<file path="src/rtl/acondicionador_sensores.sv">
// Conditions the two raw IR line sensors: 2-FF synchroniser, per-channel debounce with change
// strobes, and a saturating line-loss timer. All outputs are registered.
module acondicionador_sensores #(
  parameter int unsigned DEBOUNCE_CYCLES = 50000,
  parameter int unsigned LOST_CYCLES     = 25000000,
  parameter bit          ACTIVE_HIGH     = 1'b1
) (
  input  logic clk,
  input  logic reset,
  input  logic sensor_derecho,
  input  logic sensor_izquierdo,
  output logic sensor_derecho_ok,
  output logic sensor_izquierdo_ok,
  output logic cambio_derecho,
  output logic cambio_izquierdo,
  output logic linea_perdida
);

  localparam int unsigned DW = $clog2(DEBOUNCE_CYCLES + 1);
  localparam int unsigned LW = $clog2(LOST_CYCLES + 1);

  localparam logic [DW-1:0] DebLast  = DW'(DEBOUNCE_CYCLES - 1);
  localparam logic [DW-1:0] DebOne   = DW'(1);
  localparam logic [LW-1:0] LostLast = LW'(LOST_CYCLES - 1);
  localparam logic [LW-1:0] LostOne  = LW'(1);

  // Channel index 0 is the right sensor, index 1 the left one.
  logic [1:0]         raw_pol;
  logic [1:0]         meta_q;
  logic [1:0]         sync_q;
  logic [1:0]         filt_q, filt_d;
  logic [1:0]         cambio_q, cambio_d;
  logic [1:0][DW-1:0] deb_cnt_q, deb_cnt_d;
  logic [LW-1:0]      lost_cnt_q, lost_cnt_d;
  logic               perdida_q, perdida_d;

  assign raw_pol = ACTIVE_HIGH ? {sensor_izquierdo, sensor_derecho}
                               : ~{sensor_izquierdo, sensor_derecho};

  always_comb begin
    filt_d    = filt_q;
    cambio_d  = '0;
    deb_cnt_d = deb_cnt_q;
    for (int i = 0; i < 2; i++) begin
      if (sync_q[i] == filt_q[i]) begin
        deb_cnt_d[i] = '0;
      end else if (deb_cnt_q[i] == DebLast) begin
        filt_d[i]    = sync_q[i];
        deb_cnt_d[i] = '0;
        cambio_d[i]  = 1'b1;
      end else begin
        deb_cnt_d[i] = deb_cnt_q[i] + DebOne;
      end
    end
  end

  // Line seen on either channel clears the timer, even on the cycle it would expire.
  always_comb begin
    lost_cnt_d = lost_cnt_q;
    perdida_d  = perdida_q;
    if (filt_q != 2'b00) begin
      lost_cnt_d = '0;
      perdida_d  = 1'b0;
    end else if (lost_cnt_q == LostLast) begin
      perdida_d  = 1'b1;
    end else begin
      lost_cnt_d = lost_cnt_q + LostOne;
    end
  end

  always_ff @(posedge clk or negedge reset) begin
    if (!reset) begin
      meta_q     <= '0;
      sync_q     <= '0;
      filt_q     <= '0;
      cambio_q   <= '0;
      deb_cnt_q  <= '0;
      lost_cnt_q <= '0;
      perdida_q  <= 1'b0;
    end else begin
      meta_q     <= raw_pol;
      sync_q     <= meta_q;
      filt_q     <= filt_d;
      cambio_q   <= cambio_d;
      deb_cnt_q  <= deb_cnt_d;
      lost_cnt_q <= lost_cnt_d;
      perdida_q  <= perdida_d;
    end
  end

  assign sensor_derecho_ok   = filt_q[0];
  assign sensor_izquierdo_ok = filt_q[1];
  assign cambio_derecho      = cambio_q[0];
  assign cambio_izquierdo    = cambio_q[1];
  assign linea_perdida       = perdida_q;

endmodule

</file>
<file path="config.mk">
export PLATFORM = sky130hd
export DESIGN_NAME = acondicionador_sensores
export DESIGN_NICKNAME = d
export VERILOG_FILES = /design/src/rtl/acondicionador_sensores.sv
export SDC_FILE = /design/constraint.sdc
export NUM_CORES = 1
export LEC_CHECK = 0
export ABC_CLOCK_PERIOD_IN_PS = 2600
export CORE_ASPECT_RATIO = 1.5
export CORE_MARGIN = 2
export CORE_UTILIZATION = 30
export CTS_CLUSTER_DIAMETER = 100
export DETAILED_ROUTE_END_ITERATION = 16
export GPL_ROUTABILITY_DRIVEN = 0
export HOLD_SLACK_MARGIN = 0.06
export PLACE_DENSITY = 0.53
export SLEW_MARGIN = 20
export SYNTH_ARGS = -nofsm -noshare
export SYNTH_HDL_FRONTEND = slang
export SYNTH_SLANG_ARGS = --single-unit
</file>
<file path="constraint.sdc">
create_clock -name clk -period 2.6 [get_ports clk]
set_input_delay 0.52 -clock clk [delete_from_list [all_inputs] [get_ports clk]]
set_output_delay 0.52 -clock clk [all_outputs]
set_load 0.1 [all_outputs]
</file>
Word level (Yosys, flattened, before mapping)
Index checks and enable logic that the tools add are counted.

Memory bits (writable): 0. Logic and storage cells: 36. Output and inout port bits: 5. Input port bits: 4. Memories kept: 0. Register bits: 66. Bits in latches: 0. Bits in read-only memories: 0.

Add/sub/neg operators: 3. Bitwise gates (word level): 2. Equality and inequality tests: 6. Reductions and logical operators: 4. $mul: 0. Shift-type cells: 0. Divide/modulo/power cells: 0. Magnitude comparators: 0. Multiplexer cells: 12.

Operators by type and width (count): two-way mux 16 bit (4); two-way mux 25 bit (2); adder 16 x 1 -> 16 bit (second input constant) (2); equality test 16 bit (second input constant) (2); adder 25 x 1 -> 25 bit (second input constant) (1); equality test 25 bit (second input constant) (1); two-way mux 1 bit (6); AND reduction 2 bit (2); nonzero test 2 bit (2); equality test 1 bit (2); != test 2 bit (second input constant) (1); inverter 1 bit (2).

Logic depth before layout (Yosys ltp)
Gate-level depths: netlist of the first run.

Depth in word-level cells: 3. Mapped depth: 6. Gate-level depth less buffers: 5.

Worst setup path after synthesis of the first run
Ideal clock, no wire load.

Kind: reg-to-reg. From: register filt_q[1]. To: register lost_cnt_q[21]. Path buffers: 1. Required time: 2.534 ns. Library setup time: 0.066 ns. Path slack: 0.543 ns. Data arrival time: 1.991 ns. Cell stages (with the launch flop): 5. Period minus slack after synthesis: 2.057 ns. Cells stage by stage: dfrtp_1 -> or2_2 -> clkbuf_1 -> or4_1 -> nand2_1.

Cells in the longest elaborated chain, start to end: 2. Elaborated cells between the ends (all ways): 3. Those cells by class: eq/ne (1); mux (1); reduce/logical (1).

RTL lines: start, declared (line 31) `logic [1:0] filt_q, filt_d;`; start signal, assigned (line 83) `filt_q <= filt_d;`; nonzero test 2 bit (*) (line 61) `if (filt_q != 2'b00) begin`; != test 2 bit (no source line) / two-way mux 25 bit (equally long branches); end signal, assigned (line 86) `lost_cnt_q <= lost_cnt_d;`; end, declared (line 34) `logic [LW-1:0] lost_cnt_q, lost_cnt_d;`.

Mark *: on every way between the ends. The rest lies on a longest branch, timed or not. A chain may end at the register's enable or synchronous reset.

Worst setup path after layout of the first run
From: register lost_cnt_q[0]. To: register lost_cnt_q[22].

Cells in the longest elaborated chain, start to end: 3. Elaborated cells between the ends (all ways): 5. Those cells by class: add/sub (1); eq/ne (2); mux (2).

RTL lines: adder 25 x 1 -> 25 bit (line 67) `lost_cnt_d = lost_cnt_q + LostOne;`; two-way mux 25 bit (line 64) `end else if (lost_cnt_q == LostLast) begin`; two-way mux 25 bit (line 61).

Parallel ways exist; a longest one is shown, timed or not. The select of a mux whose other input is x is not followed.

==> metrics.cfg, run 1 <==
[outcome]
outcome = completed

[setup_path]
crit_arrival_ns = 2.46
start_kind = flop
critPathRequiredTime_ns = 2.85
critPathKind = reg -> reg
critPathMaxFanout = 10
end_kind = flop

[grt]
grt_max_degree = 31
grt_antenna_before_repair = 0
grt_pass1_wl_um = 11310
grt_pass1_vias = 2337
grt_usage = 0.1283
overflow = 0

[routing]
wire_per_inst_um = 13.71
viasPerCell = 4.945
drt_wl_total_um = 6689
drcViolationCount = 0
ant_nets = 0
drt_iter0_markers = 149
num_vias = 2413
firstDrtPassIters = 4

[floorplanning]
die_h_um = 130.9
core_area_um2 = 10530
die_w_um = 88.60
num_rows = 46
die_area_um2 = 11600
ios = 9
initial_core_util = 0.3058

[timing]
worst_slew_pin_slew_ns = 0.5576
tns_ns = 0
report.final.slew_viol_count = 0
fin_crit_sh = 0.8478
hold_viol_final = 0
setup_viol = 0
layout_min_cycle_time_ns = 2.204
fin_worst_skew_ns = 0.004303
fin_ws_ns = 0.3957
slew_headroom = 0.6282
rsz0062_at_grt = false
fmax_mhz = 453.6

[final_layout]
diodes = 0
drive_gt1_frac = 0.09884
final_common_cell = dfrtp_1
nets = 346
syn_to_final_growth_pct = 16.04
mostFrequentLayoutCells = 66 x dfrtp_1, 37 x nor2_1, 24 x nand2_1, 24 x nand3_1, 20 x xnor2_1

[clock_tree]
clock_path_buffers = 2
cts_tree = built
cts_setup_buffers = 0
cts_resized = 0
hold_buffers = 0
cts_max_level = 3
cts_buffers = 9
root_buffer = clkbuf_16
clock-sinks = 66
clk_latency_ns = 0.33
clkSlewWorstSetupHoldPaths_ns = 0.05

[logic_synthesis]
ys_types = 39
ys_seq_area_frac = 0.5128
synth_cells = 325
ys.flop_type = dfrtp_1
synth_enable_flop_cells = 0
syn-num-nets = 332
ys_async_sr_fraction = 1.000
ys_seq_elements = 66
avgSynthCellArea_um2 = 9.910
yosysWarnings = 0
syn_area_um2 = 3221

[power]
sw_frac_of_total = 0.2118
power_frac_comb = 0.024
p_sw_uw = 462.5
p_per_area_nw_per_um2 = 584.2
clkPwrFrac = 0.496
p_leak_uw = 0.001539
p_int_uw = 1721
irDropWorstVdd_mv = 0.2409
seqPwrFrac = 0.480

[placed_design]
dp_hpwl_um = 4578
io_buffers = 8
dp_worst_setup_slack_ns = 0.4157

[min_path]
min_path_type = in -> async

[job]
maxCapViolations = 0

## sequential cells by signal (all words and copies together) (netlist names)
register and cells:
sync_q 2, lost_cnt_q 25, deb_cnt_q 32, meta_q 2
linea_perdida 1, cambio_q 2, filt_q 2
## final timing paths
check | end | slack (ns) | start | cells past startpoint
hold / removal | deb_cnt_q[5] | 0.18 | reset | 1
max in group asynchronous | lost_cnt_q[18] | 1.78 | reset | 2
setup / recovery | lost_cnt_q[22] | 0.40 | lost_cnt_q[0] | 5
hold reg to reg | sync_q[1] | 0.35 | meta_q[1] | 0
setup reg to reg | lost_cnt_q[22] | 0.40 | lost_cnt_q[0] | 5
min in group clk | sync_q[1] | 0.35 | meta_q[1] | 0
## synth_stat cells (2+ instances only)
master | number | area share
a2111o_1 | 2 | 0.0070
a21oi_1 | 18 | 0.028
and3_1 | 8 | 0.016
and4_1 | 4 | 0.011
buf_2 | 3 | 0.0047
clkbuf_1 | 7 | 0.0082
dfrtp_1 | 66 | 0.51
ha_1 | 3 | 0.012
inv_1 | 6 | 0.0070
mux2_2 | 2 | 0.0070
mux2i_1 | 3 | 0.0093
nand2_1 | 24 | 0.028
nand3_1 | 24 | 0.037
nand4_1 | 12 | 0.023
nor2_1 | 37 | 0.043
nor2b_1 | 2 | 0.0039
nor3_1 | 8 | 0.012
nor4_1 | 7 | 0.014
nor4bb_1 | 3 | 0.0093
o211ai_1 | 4 | 0.0093
o21ai_0 | 9 | 0.014
o31ai_1 | 4 | 0.0093
o41ai_1 | 2 | 0.0054
or2_2 | 2 | 0.0039
or3_1 | 12 | 0.023
or3b_2 | 2 | 0.0054
or4_1 | 9 | 0.021
xnor2_1 | 20 | 0.054
xor2_1 | 12 | 0.033
## cell type report
| cell class | count | area, um^2 |
|---|---|---|
| Fill cell | 1062 | 6795 |
| Sequential cell | 66 | 1652 |
| Multi-Input combinational cell | 243 | 1505 |
| Clock buffer | 13 | 250.2 |
| Tap cell | 144 | 180.2 |
| Timing Repair Buffer | 13 | 112.6 |
| Inverter | 6 | 22.52 |
| Clock inverter | 3 | 15.01 |
## critical path, stage by stage (launching register included)
cell and delay, ns:
dfrtp_1 0.42, ha_1 0.26, nand3_1 0.11, or4_1 0.66, or4_1 0.52, a21oi_1 0.15
## routing by layer
layer  wire (um)  track usage
met1        3061       0.1607
met2        3295       0.2043
met3         215      0.03706
met4         117      0.05704
met5           0            0
## through the flow
step | total power (uW) | util | cells | instance area [um^2] | hold WS (ns)
after floorplan | 1082 | - | 325 | 3221 | 0.2244
after global routing | 2274 | 0.3548 | 488 | 3737 | 0.2142
after global placement | 1118 | 0.3297 | 472 | 3472 | 0.3390
final | 2183 | 0.3548 | 488 | 3737 | 0.1780
after detailed placement | 1120 | 0.3297 | 472 | 3472 | 0.3355
after CTS | 2220 | 0.3548 | 488 | 3737 | 0.1963
## cell families (layout without fill, tap and decap cells)
family | Yosys count | after routing | share of synthesized area
compound gates | 43 | 43 | 0.08353
fa+ha+maj | 3 | 3 | 0.01166
mux | 5 | 5 | 0.01632
simple gates | 160 | 160 | 0.2688
flops | 66 | 66 | 0.5128
buf+inv | 16 | 35 | 0.01981
xor+xnor | 32 | 32 | 0.08702
## power by group through the flow
stage	Clock [uW]	Sequential, uW	Combinational, uW
floorplan	0	1060	18.8
global placement	0	1060	53.3
detailed placement	0	1070	54.6
CTS	1120	1050	54.6
global route	1160	1050	61.2
finish	1080	1050	51.9
Power figures use the tool's default switching activity.
==> run 2: changes to the inputs <==
- ABC_CLOCK_PERIOD_IN_PS: 2600 -> 2100
- clock period: 2.6 -> 2.1 ns (I/O delays scaled with it)
==> run 2 against run 1 <==
Non-clock buffer count grew 12. First-iteration DRC count shrank 46%. Core utilization grew 1.2 points. Clock power grew 26%. Critical path depth shrank 1. Count of clock-buffer cells in the layout shrank 3. Final area grew 3.4%. Sequential share of layout area shrank 1.5 points. Register-to-register slack lost 0.25 ns. Via count grew 3.9%. Critical path type unchanged. Critical endpoint is now lost_cnt_q[19].
==> metrics.cfg, run 2 (synthesized netlist as in run 1, its figures left out) <==
[final_layout]
multi_input_area_um2 = 1509  ; +0.25%
fillCellCount = 1065  ; +0.28%
final_common_cell = dfrtp_1
largest_register = deb_cnt_q
diodes = 0  ; unchanged
largestRegisters = deb_cnt_q: 32 flops, lost_cnt_q: 25 flops
seq_area_um2 = 1652  ; unchanged
largest_reg_flops = 32  ; unchanged
nets = 358  ; +3.5%
syn_to_final_growth_pct = 20.01
mostFrequentLayoutCells = 66 x dfrtp_1, 37 x nor2_1, 24 x nand2_1, 24 x nand3_1, 20 x xnor2_1
drive_gt1_frac = 0.1376  ; +0.03880
finish.utilization = 0.3670  ; +0.01212

[grt]
grt_max_degree = 58  ; +87%
grt_antenna_before_repair = 0  ; unchanged
grt_pass1_wl_um = 12210  ; +8.0%
grt_pass1_vias = 2476  ; +5.9%
overflow = 0  ; unchanged
grt_usage = 0.1375  ; +0.009221

[min_path]
min_path_type = reg -> reg
min_from = meta_q[0]
hold_depth = 0

[floorplanning]
initial_core_util = 0.3058  ; unchanged
ios = 9  ; unchanged
die_area_um2 = 11600  ; unchanged
die_h_um = 130.9  ; unchanged
num_rows = 46  ; unchanged
core_area_um2 = 10530  ; unchanged
die_w_um = 88.60  ; unchanged

[power]
irDropWorstVdd_mv = 0.3914  ; +62%
p_leak_uw = 0.001608  ; +4.5%
power_uw = 2722  ; +25%
p_per_area_nw_per_um2 = 704.2  ; +21%

[routing]
ant_nets = 0  ; unchanged
drcViolationCount = 0  ; unchanged
drt_wl_total_um = 7017  ; +4.9%
firstDrtPassIters = 4  ; unchanged
num_vias = 2506  ; +3.9%
drt_iter0_markers = 81  ; -46%
viasPerCell = 5.012  ; +1.4%
wire_per_inst_um = 14.03  ; +2.4%

[timing]
report.final.slew_viol_count = 0  ; unchanged
rsz0062_at_grt = false
slew_headroom = 0.6553  ; +0.02707
fin_crit_sh = 0.9293  ; +0.08147
tns_ns = 0  ; unchanged
layout_min_cycle_time_ns = 1.952  ; -0.2528 ns
setup_viol = 0  ; unchanged
fin_worst_skew_ns = 0.007675  ; +0.003372 ns
fmax_mhz = 512.4  ; +13%
worst_slew_pin_slew_ns = 0.5158  ; -0.04186 ns
hold_viol_final = 0  ; unchanged

[setup_path]
crit_arrival_ns = 2.22  ; -0.24 ns
cp_top_family = simple AND/OR/NAND/NOR gates
r2r_end = lost_cnt_q[19]
critPathMaxFanout = 7  ; -3
crit_path_end = lost_cnt_q[19]
start_kind = flop
cp.depth = 4  ; -1
critPathRequiredTime_ns = 2.37  ; -0.48 ns
path_cells = nand4_2 -> or4_1 -> or4_1 -> nand2_1
r2r-start = lost_cnt_q[3]
crit_top_cell = or4_1
crit_path_max_incr_delay_ns = 0.70  ; +0.04 ns
rrSetupSlack_ns = 0.15  ; -0.25 ns
reg2regPathDepth = 4  ; -1
end_kind = flop
crit_buf_inv = 0  ; unchanged
critPathSlowestCell = or4_1
cp-startpoint = lost_cnt_q[3]
critPathKind = reg -> reg

[clock_tree]
root_buffer = clkbuf_16
clkSlewWorstSetupHoldPaths_ns = 0.05  ; about the same
cts_buffers = 9  ; unchanged
cts_max_level = 3  ; unchanged
cts_tree = built
clk_latency_ns = 0.33  ; about the same
clock_path_buffers = 2  ; unchanged
clock-sinks = 66  ; unchanged

[job]
maxCapViolations = 0  ; unchanged

[placed_design]
io_buffers = 8  ; unchanged
dp_hpwl_um = 4792  ; +4.7%

[outcome]
outcome = completed

==> run 2: cell types whose count changed in the layout (fill, tap and decap cells not counted) <==
cell,delta
buf_4,+9
clkbuf_1,-3
buf_12,+2
clkinv_2,+2
clkinvlp_4,+1
dlygate4sd3_1,+1
or4_1,-1
or4_4,+1
==> run 2: worst min path at each step <==
| stage | end |
|---|---|
| after detailed placement | deb_cnt_q[5] |
| final | sync_q[0] |
| after global placement | deb_cnt_q[6] |
| after floorplan | cambio_q[0] |
| after CTS | sync_q[0] |
| after global routing | sync_q[0] |
==> run 2: area by class of cell <==
cell class              instances  area share
clock inverters                 6    0.008417
inverters                       6    0.005827
clock buffers                  10     0.06183
repair buffers                 25     0.05957
flip-flops and latches         66      0.4273
well taps                     144     0.04662
multi-input cells             243      0.3904
==> run 2: timing repair <==
action | 4_1_cts | 5_1_grt
setup endpoints to repair | 0 | 1
resized for setup | 0 | 1
setup buffers | 0 | 0
endpoints found under the hold margin | 9 | 0
hold buffers | 1 | 0
==> run 2: report_power, final <==
group,internal (uW),switching (uW)
clock network,819,543
registers,1290,10.5
logic,19.5,43.6
total,2120,598
==> run 2: worst register-to-register path, cell delays in order (launching register included) <==
cell and delay (ns):
dfrtp_1 0.45, nand4_2 0.14, or4_1 0.70, or4_1 0.51
nand2_1 0.08
==> run 2: metal layers <==
metal	part of all wire	wire, um	global-route usage	up-vias
li1	-	-	-	1231
met1	0.44	3107	0.1675	1234
met2	0.51	3566	0.2264	27
met3	0.017	117	0.02136	14
met4	0.032	225	0.08289	0
met5	0	0	0	-
==> run 2: metrics by stage <==
| stage | setup slack [ns] | cells | instance area, um^2 | hold slack [ns] |
|---|---|---|---|---|
| floorplan | 0.04331 | 325 | 3221 | 0.1244 |
| finish | 0.1485 | 500 | 3865 | 0.3493 |
| detailed placement | 0.06199 | 483 | 3580 | 0.3105 |
| global route | 0.02284 | 500 | 3865 | 0.3603 |
| CTS | 0.04178 | 500 | 3861 | 0.3524 |
| global placement | 0.1189 | 483 | 3580 | 0.3014 |
